`config.mk`:
```
export PLATFORM = sky130hd
export DESIGN_NAME = instruction_fetch_flat
export DESIGN_NICKNAME = d
export VERILOG_FILES = /design/src/rtl/chip8_pkg.sv /design/src/rtl/instruction_fetch_if.sv /design/src/rtl/instruction_fetch.sv /design/src/flat_wrapper.sv
export SDC_FILE = /design/constraint.sdc
export NUM_CORES = 1
export LEC_CHECK = 0
export BUFFER_PORTS_ARGS = -buffer_cell sky130_fd_sc_hd__buf_2
export CAP_MARGIN = 20
export CORE_UTILIZATION = 55
export CTS_CLUSTER_DIAMETER = 150
export DETAILED_ROUTE_END_ITERATION = 12
export PLACE_DENSITY = 0.8
export SLEW_MARGIN = 20
export SYNTH_ARGS = -nofsm -noshare
export SYNTH_HDL_FRONTEND = slang
export SYNTH_SLANG_ARGS = --single-unit
```
`constraint.sdc`:
```
create_clock -name clk -period 2.42 [get_ports clk]
set_clock_uncertainty 0.05 [all_clocks]
set_input_delay 0.484 -clock clk [delete_from_list [all_inputs] [get_ports clk]]
set_output_delay 0.484 -clock clk [all_outputs]
set_load 0.02 [all_outputs]
```
`src/rtl/chip8_pkg.sv`:
```
// rtl/chip8_pkg.sv - shared CHIP-8 core types and constants
package chip8_pkg;

    localparam int ADDR_W = 12;

    typedef logic [ADDR_W-1:0] addr_t;
    typedef logic [15:0]       opcode_t;

    localparam addr_t RESET_PC = 12'h200;

    typedef enum logic [2:0] {
        S_IDLE,
        S_HI,
        S_LO,
        S_CAP,
        S_OUT
    } fetch_state_t;

endpackage

```
`src/rtl/instruction_fetch_if.sv`:
```
// rtl/instruction_fetch_if.sv - fetch stage bus: RAM read port, opcode handshake, redirect
interface instruction_fetch_if;
    import chip8_pkg::*;

    // redirect from execute
    logic    pc_load;
    addr_t   pc_target;

    // byte-wide RAM read port
    logic    mem_rd_en;
    addr_t   mem_addr;
    logic [7:0] mem_rd_data;

    // opcode handshake to decode/execute
    logic    instr_valid;
    logic    instr_ready;
    opcode_t instr;
    addr_t   instr_pc;

    modport master (
        input  pc_load,
        input  pc_target,
        output mem_rd_en,
        output mem_addr,
        input  mem_rd_data,
        output instr_valid,
        input  instr_ready,
        output instr,
        output instr_pc
    );

    modport slave (
        output pc_load,
        output pc_target,
        input  mem_rd_en,
        input  mem_addr,
        output mem_rd_data,
        input  instr_valid,
        output instr_ready,
        input  instr,
        input  instr_pc
    );

endinterface

```
`src/rtl/instruction_fetch.sv`:
```
// rtl/instruction_fetch.sv - CHIP-8 fetch stage: PC, two byte reads per opcode, valid/ready output
module instruction_fetch
    import chip8_pkg::*;
(
    input  logic clk,
    input  logic rst,
    instruction_fetch_if.master bus
);

    fetch_state_t state;
    addr_t        pc;
    logic [7:0]   hi_byte;

    // Fetch FSM; all bus outputs are registered alongside the state so none
    // of them sees instr_ready or pc_load combinationally.
    always_ff @(posedge clk or posedge rst) begin
        if (rst) begin
            state           <= S_IDLE;
            pc              <= RESET_PC;
            hi_byte         <= '0;
            bus.instr       <= '0;
            bus.instr_pc    <= '0;
            bus.mem_rd_en   <= 1'b0;
            bus.mem_addr    <= '0;
            bus.instr_valid <= 1'b0;
        end else if (bus.pc_load) begin
            // Redirect wins over everything, including a same-cycle handshake;
            // the read to the new target goes out on the very next cycle.
            pc              <= bus.pc_target;
            state           <= S_HI;
            bus.mem_rd_en   <= 1'b1;
            bus.mem_addr    <= bus.pc_target;
            bus.instr_valid <= 1'b0;
        end else begin
            case (state)
                S_IDLE: begin
                    state         <= S_HI;
                    bus.mem_rd_en <= 1'b1;
                    bus.mem_addr  <= pc;
                end
                S_HI: begin
                    state         <= S_LO;
                    bus.mem_rd_en <= 1'b1;
                    bus.mem_addr  <= pc + addr_t'(1);
                end
                S_LO: begin
                    hi_byte       <= bus.mem_rd_data;
                    state         <= S_CAP;
                    bus.mem_rd_en <= 1'b0;
                end
                S_CAP: begin
                    bus.instr       <= {hi_byte, bus.mem_rd_data};
                    bus.instr_pc    <= pc;
                    state           <= S_OUT;
                    bus.instr_valid <= 1'b1;
                end
                S_OUT: begin
                    if (bus.instr_ready) begin
                        pc              <= pc + addr_t'(2);
                        state           <= S_HI;
                        bus.instr_valid <= 1'b0;
                        bus.mem_rd_en   <= 1'b1;
                        bus.mem_addr    <= pc + addr_t'(2);
                    end
                end
                default: begin
                    state           <= S_IDLE;
                    bus.mem_rd_en   <= 1'b0;
                    bus.instr_valid <= 1'b0;
                end
            endcase
        end
    end

endmodule

```
`src/flat_wrapper.sv`:
```
// flat-port wrapper written by rule: the top's interface ports become plain ports
module instruction_fetch_flat import chip8_pkg::*;
  (clk, rst, bus_pc_load, bus_pc_target, bus_mem_rd_en, bus_mem_addr, bus_mem_rd_data, bus_instr_valid, bus_instr_ready, bus_instr, bus_instr_pc);
  instruction_fetch_if bus_i ();
  input  logic clk;
  input  logic rst;
  input wire logic [$bits(bus_i.pc_load)-1:0] bus_pc_load;
  input wire logic [$bits(bus_i.pc_target)-1:0] bus_pc_target;
  output wire logic [$bits(bus_i.mem_rd_en)-1:0] bus_mem_rd_en;
  output wire logic [$bits(bus_i.mem_addr)-1:0] bus_mem_addr;
  input wire logic [$bits(bus_i.mem_rd_data)-1:0] bus_mem_rd_data;
  output wire logic [$bits(bus_i.instr_valid)-1:0] bus_instr_valid;
  input wire logic [$bits(bus_i.instr_ready)-1:0] bus_instr_ready;
  output wire logic [$bits(bus_i.instr)-1:0] bus_instr;
  output wire logic [$bits(bus_i.instr_pc)-1:0] bus_instr_pc;
  assign bus_i.pc_load = bus_pc_load;
  assign bus_i.pc_target = bus_pc_target;
  assign bus_mem_rd_en = bus_i.mem_rd_en;
  assign bus_mem_addr = bus_i.mem_addr;
  assign bus_i.mem_rd_data = bus_mem_rd_data;
  assign bus_instr_valid = bus_i.instr_valid;
  assign bus_i.instr_ready = bus_instr_ready;
  assign bus_instr = bus_i.instr;
  assign bus_instr_pc = bus_i.instr_pc;
  instruction_fetch u_core (.clk(clk), .rst(rst), .bus(bus_i));
endmodule
```
## Word level (Yosys, flattened, before mapping)

Cells that the tools add are included.

| cells by class | value |
|---|---|
| multiplexer cells | 14 |
| $mul | 0 |
| equality and inequality tests | 7 |
| shift operators | 0 |
| bitwise operators | 1 |
| $add $sub $neg | 2 |
| div/mod/pow operators | 0 |
| reduce and logical (&&, ||, !) cells | 12 |
| order comparisons | 0 |

Operators with widths:

| operator | number |
|---|---|
| 12-bit two-way mux | 4 |
| 12-bit case mux with 3 select lines | 1 |
| 3-bit case mux with 5 select lines | 1 |
| 12-bit by 1-bit adder with 12-bit output (second input constant) | 1 |
| 12-bit by 2-bit adder with 12-bit output (second input constant) | 1 |
| 2-bit AND reduction | 6 |
| 3-bit by 2-bit equality test with 1-bit output (second input constant) | 2 |
| 3-bit two-way mux | 2 |
| 1-bit case mux with 3 select lines | 2 |
| 1-bit two-way mux | 4 |
| 2-bit nonzero test | 2 |
| 4-bit nonzero test | 1 |
| 3-bit by 1-bit equality test with 1-bit output (second input constant) | 1 |
| 3-bit equality test (second input constant) | 1 |
| 3-bit logical NOT | 1 |
| 3-bit inequality test (second input constant) | 1 |
| 3-bit OR reduction | 1 |
| 2-bit by 1-bit inequality test with 1-bit output (second input constant) | 1 |
| 2-bit inequality test (second input constant) | 1 |
| 2-bit OR reduction | 1 |
| 1-bit inverter | 1 |

| storage, ports and cells | value |
|---|---|
| bits in writable memories | 0 |
| ROM bits | 0 |
| bits in latches | 0 |
| memories kept | 0 |
| flip-flop bits (word level) | 65 |

## Depth between registers and ports, before layout

| logic depth | value |
|---|---|
| word-level depth | 4 |
| depth in mapped cells | 7 |
| gate-level depth less buffers | 6 |

## Least setup slack after synthesis

No wires, ideal clock.

| timing | value |
|---|---|
| path type | input-to-reg |
| start point | input port bus_pc_load |
| end point | register u_core.bus.mem_addr[6] |
| setup time | 71 ps |
| cell stages on the path | 6 |
| arrival time | 1680 ps |
| buffers on the path | 2 |
| setup slack | 620 ps |
| cell sequence | buf_4 -> inv_1 -> clkbuf_1 -> nand2_1 -> or4_1 -> nand4_1 |

| on the way | value |
|---|---|
| longest elaborated chain between the ends | 2 |

RTL lines:

| item | RTL line | RTL |
|---|---|---|
| start: declaration | flat_wrapper.sv:7 | `input wire logic [$bits(bus_i.pc_load)-1:0] bus_pc_load;` |
| 3-bit inequality test (no line) / 4-bit nonzero test (equally long branches) | n/a |  |
| 2-bit AND reduction (no line) | n/a |  |
| end signal: assignment | instruction_fetch.sv:32 | `bus.mem_addr <= bus.pc_target;` |
| end signal: assignment | instruction_fetch.sv:39 | `bus.mem_addr <= pc;` |
| end signal: assignment | instruction_fetch.sv:44 | `bus.mem_addr <= pc + addr_t'(1);` |
| end: declaration | instruction_fetch_if.sv:24 | `output mem_addr,` |

Several ways; a longest one is shown, not always the timed one.
A chain may end at the register's enable or synchronous reset.

## Worst setup path in the final report

| timing | value |
|---|---|
| start point | register u_core.state[1] |
| end point | register u_core.bus.mem_addr[4] |

| on the way | value |
|---|---|
| longest elaborated chain between the ends | 3 |

RTL lines:

| item | RTL line | RTL |
|---|---|---|
| start: declaration | instruction_fetch.sv:10 | `fetch_state_t state;` |
| start signal: assignment | instruction_fetch.sv:18 | `state <= S_IDLE;` |
| start signal: assignment | instruction_fetch.sv:30 | `state <= S_HI;` |
| start signal: assignment | instruction_fetch.sv:37 | `state <= S_HI;` |
| 3-bit equality test (tied with other cells) | instruction_fetch.sv:35 | `case (state)` |
| 12-bit case mux with 3 select lines (tied with other cells) | instruction_fetch.sv:35 |  |
| 12-bit two-way mux / 2-bit AND reduction (equally long branches) | n/a |  |

Several ways; a longest one is shown, not always the timed one.

==> summary.txt <==
first drt pass iteration count: 4
Vias: 2,382
first-pass GRT wire length: 11,200 um
Crit Path Max Fanout: 20
antenna violations before repair: 0
die height: 78.2 um
max cap viols: 0
Slew headroom: 0.531
setup violators final: 0
CTS Hold Bufs: 0
synth top area cells: dfrtp_1, mux2_2, xor2_1
clk sink count: 65
Synth async-reset ratio: 1.00
die width: 78.2 um
Worst-path clk slew: 0.08 ns
synthesis-to-finish area growth: 16.9%
H-tree levels: 3
Hold Crit Class: in -> async
initial core utilization: 0.576
final net count: 369
FMAX: 486 MHz
Synthesized Nets: 309
Setup Buffers After CTS: 0
vias per cell: 5.67
distinct cell type count after synthesis: 48
cell leakage power: 1.65 nW
CP endpoint kind: register
Clk Latency, worst-skew pair: 0.34 ns
largest net degree at the start of global routing: 39
CTS root buffer: clkbuf_8
clk buf depth: 2
CP startpoint kind: register
Synthesis Warnings: 0
Filler Cells Inserted: 446
antenna cells: 0
Slew Viols, Final: 0
total chip power: 3.69 mW
cell row count: 27
R2R Path Start: u_core.state[1]
worst r2r dst: u_core.bus.mem_addr[4]
DRT iter0 DRCs: 190
sequential share of the synthesized area: 0.510
top cell type's share of synthesized area: 0.502
I/O pin cnt: 66
transition time at the pin with the least slew margin: 0.703 ns
Primary FF master, synth: dfrtp_1
worst setup slack after layout: 0.361 ns
Critical Path Start: u_core.state[1]
Remaining Overflow, GRT: 0
TritonCTS clock tree: built
post-CTS resize count: 0
Tcrit/Tclk final: 0.851
gr usage total: 0.242
number of flops mapped to enable cells by yosys: 0
Mapped Cells: 283
IO buf count: 65
Yosys reg bits: 65
total CTS buffers: 9
status: completed
WL/cell: 16.0 um
Setup CP Type: reg -> reg
RSZ-0062 raised after global routing: false
maximum vdd drop: 0.000843 V
Final GP Congestion: 0.877
FF-to-FF setup slack: 0.36 ns
worst reg2reg path depth: 5
wirelength, routed: 6720 um
Synth Cell Area: 3190 um2
core area: 5540 um2
WHS: 0.146 ns
largest area contributor in the netlist: dfrtp_1
layout cell share with drive strength beyond 1: 0.382
Post-DP HPWL: 4660 um
remaining antenna violation count after routing: 0
arrival time worst endpoint: 2.28 ns
Final min period: 2.06 ns
worst endpoint required time: 2.64 ns
via count of the first global-routing pass: 2,357
Die ar.: 6110 um2
Pwr Density: 990 nW/um2
DR DRC count: 0
setup TNS: 0 ns
final hold vios: 0
pre-CTS setup slack: 0.389 ns
Critical Path Sink: u_core.bus.mem_addr[4]
average cell area after synthesis: 11.3 um2
per-layer routing:
| layer | up-vias | track usage | share of wire |
|---|---|---|---|
| li1 | 1128 | - | - |
| met1 | 1161 | 0.333 | 0.45 |
| met2 | 85 | 0.354 | 0.46 |
| met3 | 8 | 0.0721 | 0.069 |
| met4 | 0 | 0.111 | 0.014 |
| met5 | - | 0 | 0 |
synthesized netlist by cell type, types with 2 or more instances:
library cell	count
dfrtp_1	64
o21ai_0	11
and2_1	3
a21oi_1	16
mux2i_1	3
and4_1	2
xor2_1	11
ha_1	2
xnor2_1	9
clkbuf_1	8
a211oi_1	2
nor3_1	5
nand3_1	6
o221ai_1	5
nand4_1	4
nand2_1	25
o22ai_1	2
nand2b_1	4
a21o_1	3
mux2_2	37
buf_6	3
o311ai_0	3
clkbuf_2	2
buf_2	8
inv_1	4
nand3b_1	3
nor2_1	17
per-stage QoR:
stage	std cells	area, um2	util
after global placement	404	3550	0.640
after floorplan	283	3190	-
after global routing	420	3730	0.673
after CTS	420	3730	0.673
final	420	3730	0.673
after detailed placement	404	3550	0.640
flip-flops by register name, summed over array words and instances (netlist names):
| register | cells |
|---|---|
| u_core.bus.instr | 16 |
| u_core.bus.instr_pc | 12 |
| u_core.bus.mem_addr | 12 |
| u_core.pc | 12 |
| u_core.hi_byte | 8 |
| u_core.state | 3 |
| u_core.bus.instr_valid | 1 |
| u_core.bus.mem_rd_en | 1 |
critical path, stage by stage (launching register included):
cell      delay, ns
dfrtp_1        0.64
or3b_4         0.51
nand2b_1       0.20
o221ai_1       0.24
o311ai_0       0.20
a21oi_1        0.16
final cells by class:
type	count	area, um2	share of cell area
Timing Repair Buffer	71	383	0.103
Multi-Input combinational cell	192	1430	0.384
Sequential cell	65	1630	0.436
Clock buffer	12	155	0.0416
Inverter	4	15.0	0.00402
Clock inverter	4	27.5	0.00738
Tap cell	72	90.1	0.0241
placed cells by master (no fill, tap or decap), types with 2 or more instances in the layout:
| cell | n |
|---|---|
| nor2_1 | 17 |
| and4_1 | 2 |
| o311ai_0 | 3 |
| dfrtp_1 | 64 |
| buf_4 | 5 |
| clkinvlp_4 | 3 |
| buf_2 | 65 |
| nand2b_1 | 4 |
| o22ai_1 | 2 |
| o21ai_0 | 11 |
| mux2i_1 | 3 |
| clkbuf_8 | 11 |
| nand3b_1 | 3 |
| nand4_1 | 4 |
| a21o_1 | 3 |
| nand2_1 | 25 |
| and2_1 | 3 |
| mux2_2 | 37 |
| o221ai_1 | 5 |
| ha_1 | 2 |
| xor2_1 | 11 |
| xnor2_1 | 9 |
| a211oi_1 | 2 |
| nor3_1 | 4 |
| nand3_1 | 6 |
| inv_1 | 3 |
| a21oi_1 | 16 |
| nor3_2 | 2 |
cell families (layout without fill, tap and decap cells):
| family | count (synthesis) | count (layout) | synth area share |
|---|---|---|---|
| buf+inv | 26 | 91 | 0.0427 |
| fa+ha+maj | 2 | 2 | 0.00784 |
| flops | 65 | 65 | 0.510 |
| compound gates | 50 | 50 | 0.103 |
| simple gates | 80 | 80 | 0.142 |
| mux | 40 | 40 | 0.140 |
| xor+xnor | 20 | 20 | 0.0549 |
worst min-delay path by stage:
stage,depth (start not counted),to,slack [ns],start
after floorplan,1,u_core.hi_byte[0],0.42,u_core.hi_byte[0]
after global placement,2,u_core.bus.mem_rd_en,0.42,u_core.bus.mem_rd_en
after detailed placement,2,u_core.bus.mem_rd_en,0.43,u_core.bus.mem_rd_en
after CTS,2,u_core.bus.instr[7],0.15,rst
after global routing,2,u_core.bus.instr[7],0.19,rst
final,2,u_core.bus.instr[7],0.15,rst
power by group:
part           total [mW]  internal [mW]  switching [mW]  leakage (nW)
logic                1.19          0.518           0.669         0.794
registers            1.66           1.43           0.228         0.776
clock network       0.847          0.426           0.421        0.0846
Note: power is estimated with default switching activity, not from simulation.
